==> src/rtl/nes_fb_pkg.sv <==
// nes_fb_pkg: shared frame-buffer widths, write-entry struct and slot encoding.
package nes_fb_pkg;
    localparam int FB_ADDR_W = 16;
    localparam int FB_WORDS  = 61440;
    localparam int FB_DATA_W = 8;
    typedef struct packed {
        logic [15:0] addr;
        logic [7:0]  data;
    } fb_wr_t;
    typedef enum logic [1:0] {SLOT_IDLE, SLOT_RD, SLOT_WR, SLOT_FORCE_WR} fb_slot_e;
endpackage

==> src/rtl/fb_wr_fifo.sv <==
// fb_wr_fifo: synchronous FIFO buffering PPU writes until the RAM has a free slot.
// Ports: pix_clk/rst_n (sync, active-low); push/din enqueue; pop dequeues the head;
//        dout is the head entry; count/full/empty report occupancy.
module fb_wr_fifo
    import nes_fb_pkg::*;
#(
    parameter int DEPTH = 4
) (
    input  logic                     pix_clk,
    input  logic                     rst_n,
    input  logic                     push,
    input  logic                     pop,
    input  fb_wr_t                   din,
    output fb_wr_t                   dout,
    output logic [$clog2(DEPTH):0]   count,
    output logic                     full,
    output logic                     empty
);
    localparam int AW = $clog2(DEPTH);
    fb_wr_t mem [DEPTH];
    logic [AW-1:0] rd_ptr, wr_ptr;
    assign full  = count == (AW+1)'(DEPTH);
    assign empty = count == '0;
    assign dout  = mem[rd_ptr];
    always_ff @(posedge pix_clk) begin
        if (push) mem[wr_ptr] <= din;
    end
    always_ff @(posedge pix_clk) begin
        if (!rst_n) begin
            rd_ptr <= '0;
            wr_ptr <= '0;
            count  <= '0;
        end else begin
            wr_ptr <= push ? wr_ptr + 1'b1 : wr_ptr;
            rd_ptr <= pop ? rd_ptr + 1'b1 : rd_ptr;
            count  <= count + (AW+1)'(push) - (AW+1)'(pop);
        end
    end
endmodule

==> src/rtl/fb_access_arbiter.sv <==
// fb_access_arbiter: shares the frame-buffer RAM between VGA reads (priority) and buffered PPU writes.
// Ports: pix_clk/rst_n (sync, active-low); rd_req/rd_addr -> rd_data/rd_valid/rd_miss two cycles later;
//        wr_valid/wr_ready/wr_addr/wr_data PPU write handshake; ram_* registered RAM interface;
//        fifo_level write-buffer occupancy; addr_err sticky out-of-range write flag.
module fb_access_arbiter
    import nes_fb_pkg::*;
#(
    parameter int WR_FIFO_DEPTH = 4,
    parameter int STARVE_LIMIT  = 512
) (
    input  logic                             pix_clk,
    input  logic                             rst_n,
    input  logic                             rd_req,
    input  logic [15:0]                      rd_addr,
    output logic [7:0]                       rd_data,
    output logic                             rd_valid,
    output logic                             rd_miss,
    input  logic                             wr_valid,
    output logic                             wr_ready,
    input  logic [15:0]                      wr_addr,
    input  logic [7:0]                       wr_data,
    output logic [15:0]                      ram_addr,
    output logic                             ram_we,
    output logic [7:0]                       ram_wdata,
    input  logic [7:0]                       ram_rdata,
    output logic [$clog2(WR_FIFO_DEPTH):0]   fifo_level,
    output logic                             addr_err
);
    localparam int SW = $clog2(STARVE_LIMIT);
    localparam logic [SW-1:0] STARVE_MAX = SW'(STARVE_LIMIT - 1);
    logic      full, empty, push, pop, rd_v1, rd_m1;
    logic [SW-1:0] starve_cnt;
    fb_wr_t    head;
    fb_slot_e  slot;
    assign wr_ready = !full;
    assign push     = wr_valid && !full;
    assign pop      = slot == SLOT_WR || slot == SLOT_FORCE_WR;
    assign rd_data  = ram_rdata;
    always_comb begin
        slot = (starve_cnt == STARVE_MAX && !empty) ? SLOT_FORCE_WR :
               rd_req                               ? SLOT_RD :
               !empty                               ? SLOT_WR : SLOT_IDLE;
    end
    fb_wr_fifo #(.DEPTH(WR_FIFO_DEPTH)) u_fifo (
        .pix_clk (pix_clk),
        .rst_n   (rst_n),
        .push    (push),
        .pop     (pop),
        .din     ('{addr: wr_addr, data: wr_data}),
        .dout    (head),
        .count   (fifo_level),
        .full    (full),
        .empty   (empty)
    );
    always_ff @(posedge pix_clk) begin
        if (!rst_n) begin
            ram_addr   <= '0;
            ram_we     <= 1'b0;
            ram_wdata  <= '0;
            rd_v1      <= 1'b0;
            rd_valid   <= 1'b0;
            rd_m1      <= 1'b0;
            rd_miss    <= 1'b0;
            starve_cnt <= '0;
            addr_err   <= 1'b0;
        end else begin
            // out-of-range entries still leave the FIFO, they just never reach the RAM
            ram_we     <= pop && head.addr < 16'(FB_WORDS);
            ram_addr   <= slot == SLOT_RD ? rd_addr : pop ? head.addr : ram_addr;
            ram_wdata  <= pop ? head.data : ram_wdata;
            rd_v1      <= slot == SLOT_RD;
            rd_valid   <= rd_v1;
            rd_m1      <= slot == SLOT_FORCE_WR && rd_req;
            rd_miss    <= rd_m1;
            starve_cnt <= (slot == SLOT_FORCE_WR || !full || !rd_req) ? '0 :
                          starve_cnt == STARVE_MAX ? starve_cnt : starve_cnt + 1'b1;
            addr_err   <= addr_err || (push && wr_addr >= 16'(FB_WORDS));
        end
    end
endmodule

==> config.mk <==
export PLATFORM = sky130hd
export DESIGN_NAME = fb_access_arbiter
export DESIGN_NICKNAME = d
export VERILOG_FILES = /design/src/rtl/nes_fb_pkg.sv /design/src/rtl/fb_wr_fifo.sv /design/src/rtl/fb_access_arbiter.sv
export SDC_FILE = /design/constraint.sdc
export NUM_CORES = 1
export LEC_CHECK = 0
export BUFFER_PORTS_ARGS = -buffer_cell sky130_fd_sc_hd__buf_4
export CAP_MARGIN = 10
export CORE_UTILIZATION = 30
export DETAILED_ROUTE_END_ITERATION = 8
export PLACE_DENSITY_LB_ADDON = 0.25
export SETUP_SLACK_MARGIN = 0.15
export SYNTH_ARGS = -nofsm -noshare
export SYNTH_HDL_FRONTEND = slang
export SYNTH_SLANG_ARGS = --single-unit
==> constraint.sdc <==
create_clock -name pix_clk -period 3.6 [get_ports pix_clk]
set_clock_uncertainty 0.05 [all_clocks]
set_input_delay 0.18 -clock pix_clk [delete_from_list [all_inputs] [get_ports pix_clk]]
set_output_delay 0.18 -clock pix_clk [all_outputs]
set_load 0.005 [all_outputs]
==> impl_metrics.ini <==
[worst_setup_path]
crit_required_ns = 3.85
crit_path_end = u_fifo.count[2]
r2r_cells = 12
rrSetupSlack_ns = 0.66
critPathMaxFanout = 13
worst_setup_path_start_kind = flop
regToRegStartpoint = starve_cnt[0]
r2r_end = u_fifo.count[2]
critical_path_class = flop to flop
arrival_ns = 3.19
critPathLaunch = starve_cnt[0]
cp-end-kind = flop

[sta]
fin_ws_ns = 0.6602
rsz0062_at_grt = no
max_clock_freq_mhz = 340.2
post-route-min-period_ns = 2.940
fin_setup_tns_ns = 0
final_hold_viol_count = 0
setup_viol = 0
finalCritPeriodShare = 0.8166
finalMaxSlewViolations = 0
max_slew_margin = 0.4200
max_slew.worst_pin.slew_ns = 0.8687

[synth]
seq_area_frac_synth = 0.6851
synth_cells = 341
synth_area_leaders = edfxtp_1 (51%), dfxtp_1 (17%), mux4_2 (5.2%)
ys_warn_count = 0
syn_avg_cell_area_um2 = 16.45
ys_ff_latch = 144
syn-num-nets = 401
netlist.area_leader.share = 0.5138
synth_cell_types = 37
synth_top_cell_by_area = edfxtp_1
synth_area_um2 = 5610

[detailed_routing]
drt_iter0_markers = 275
drt-total-wl_mm = 12.30
wl_per_cell_um = 17.57
vias_per_cell = 4.807
ant_nets = 0
drt_pre_antenna_iters = 9
drc = 8
dr_total_vias = 3365

[pwr]
p_leak_nw = 2.637
powerDensity_nw_per_um2 = 628.9
ir_drop_v = 0.0003191

[grt]
grt_usage = 0.1359
grt_pass1_wl_mm = 19.49
antenna_found_initial = 0
grt_overflow = 0
grt_max_degree = 25
grt_pass1_vias = 3451

[cts]
htree_levels = 4
ctsRootBufferMaster = clkbuf_16
cts_tree = done
cts_sinks = 144
clk_pin_slew_ns = 0.06
numCtsBuffers = 17
clock_path_buffers = 2
insertion_delay_ns = 0.41

[placed_design]
numPortBuffers = 75
post-place-ws_ns = 0.4245
dp_hpwl_mm = 7.830
place.gp.congestion = 0.7031

[die]
die_y_um = 138.8
dieWidth_um = 138.8
fp.coreArea_um2 = 18150
num_rows = 49
die_area_um2 = 19250
start_util = 0.3092
pin_count = 92

[final_layout]
nets = 518
syn2layout_area_growth_pct = 30.22
seqCellArea_um2 = 3844
antennaDiodeCount = 0
layout-drive-gt1-share = 0.2866
fin_util = 0.4026
fillers = 1674
multiInputGateArea_um2 = 1550

[outcome]
violations = design-rule violations
status = finished, violations left

[job]
maxCapViolations = 0

[min_path]
hold_class = input port to flop
-- synthesized netlist by cell type (all sizes together) --
cell type,n
nor3b,1
a21oi,18
nor2b,2
or4,3
buf,19
nor3,3
or3,4
nand4b,2
a41oi,1
clkbuf,9
dfxtp,48
o31ai,3
nor2,9
a221o,16
nand2,8
xor2,2
edfxtp,96
inv,9
xnor2,3
a31oi,1
and4,17
nand3,13
mux4,24
and3,4
nand2b,1
and2,5
ha,7
fa,1
o21ai,12
-- sequential cells by signal (all words and copies together), names as in the netlist, named ones only --
signal,count
u_fifo.mem,96
ram_addr,16
starve_cnt,9
ram_wdata,8
u_fifo.count,3
u_fifo.rd_ptr,2
u_fifo.wr_ptr,2
addr_err,1
ram_we,1
rd_m1,1
rd_miss,1
rd_v1,1
rd_valid,1
-- per-layer routing --
metal	GRT usage	share of wire
met5	0	0
met4	0.06023	0.013
met3	0.02797	0.034
met2	0.2276	0.50
met1	0.1702	0.45
-- timing repair --
item | 4_1_cts | 5_1_grt
gates resized for setup | 0 | 1
hold buffers | 40 | 0
endpoints found under the hold margin | 112 | 0
buffers inserted | 0 | 0
endpoints found under the setup margin | 0 | 1
-- power breakdown --
group | internal [W] | switching, W
Combinational | 0.000460 | 0.000442
Clock | 0.000941 | 0.000678
Sequential | 0.00197 | 0.000106
Total | 0.00337 | 0.00123
-- logic make-up (layout without fill, tap and decap cells) --
logic type	after synthesis	count (layout)	synth area share
flip-flops	144	144	0.6851
AND/OR/NAND/NOR	72	72	0.08118
multiplexers	24	24	0.1037
XOR/XNOR	5	5	0.007807
buffers and inverters	37	167	0.03903
AO/OA/AOI/OAI	51	51	0.06401
adder cells (fa/ha/maj)	8	8	0.01918
-- worst min path at each step --
stage | startpoint | depth (start not counted) | to
after floorplan | wr_data[0] | 0 | u_fifo.mem[0][0]
after CTS | wr_valid | 3 | u_fifo.wr_ptr[1]
after detailed placement | ram_rdata[6] | 0 | rd_data[6]
after global routing | wr_valid | 3 | addr_err
after global placement | ram_rdata[6] | 0 | rd_data[6]
final | wr_valid | 3 | u_fifo.wr_ptr[1]
-- metrics by stage --
stage	hold slack (ns)	std cells	power, W	cell area, um^2
2_1_floorplan	0.2289	341	0.002644	5610
3_3_place_gp	0.3100	628	0.002978	6357
3_5_place_dp	0.3100	628	0.002994	6357
4_1_cts	0.02457	700	0.004643	7303
5_1_grt	0.04206	700	0.004810	7306
6_report	0.04309	700	0.004595	7306
-- layout make-up --
| class | instances | area share |
|---|---|---|
| Inverter | 9 | 0.004624 |
| Timing Repair Buffer | 126 | 0.1432 |
| Tap cell | 229 | 0.03922 |
| Multi-Input combinational cell | 160 | 0.2122 |
| Clock inverter | 15 | 0.01644 |
| Clock buffer | 17 | 0.05823 |
| Sequential cell | 144 | 0.5261 |
-- worst max-delay path, cell delays in order, from the launching register on --
cell and delay [ns]:
dfxtp_1 0.33, ha_1 0.22, nand3_1 0.13, nor3_1 0.07
ha_1 0.32, nor2b_2 0.43, or3_1 0.23, nand2_1 0.06
ha_1 0.20, fa_1 0.38, xnor2_1 0.15, xnor2_1 0.13
and2_1 0.15
-- layout by cell type, fill, tap and decap left out, types with 3 or more instances in the layout --
cell	netlist	routed
o21ai_0	12	12
dfxtp_1	48	48
o31ai_1	3	3
nor2_1	9	9
a21oi_1	17	17
clkinv_1	0	3
and2_1	5	5
mux4_1	11	11
or4_1	3	3
clkinv_2	0	3
ha_1	7	7
mux4_2	13	13
xnor2_1	3	3
and3_1	4	4
clkbuf_16	0	17
dlygate4sd3_1	0	40
clkinvlp_4	0	5
and4_1	15	15
or3_1	4	4
a221o_1	16	16
nand3_1	13	13
edfxtp_1	96	96
buf_4	9	86
inv_1	8	8
nand2_1	8	8
No activity file was read; power rests on OpenSTA's default activity.
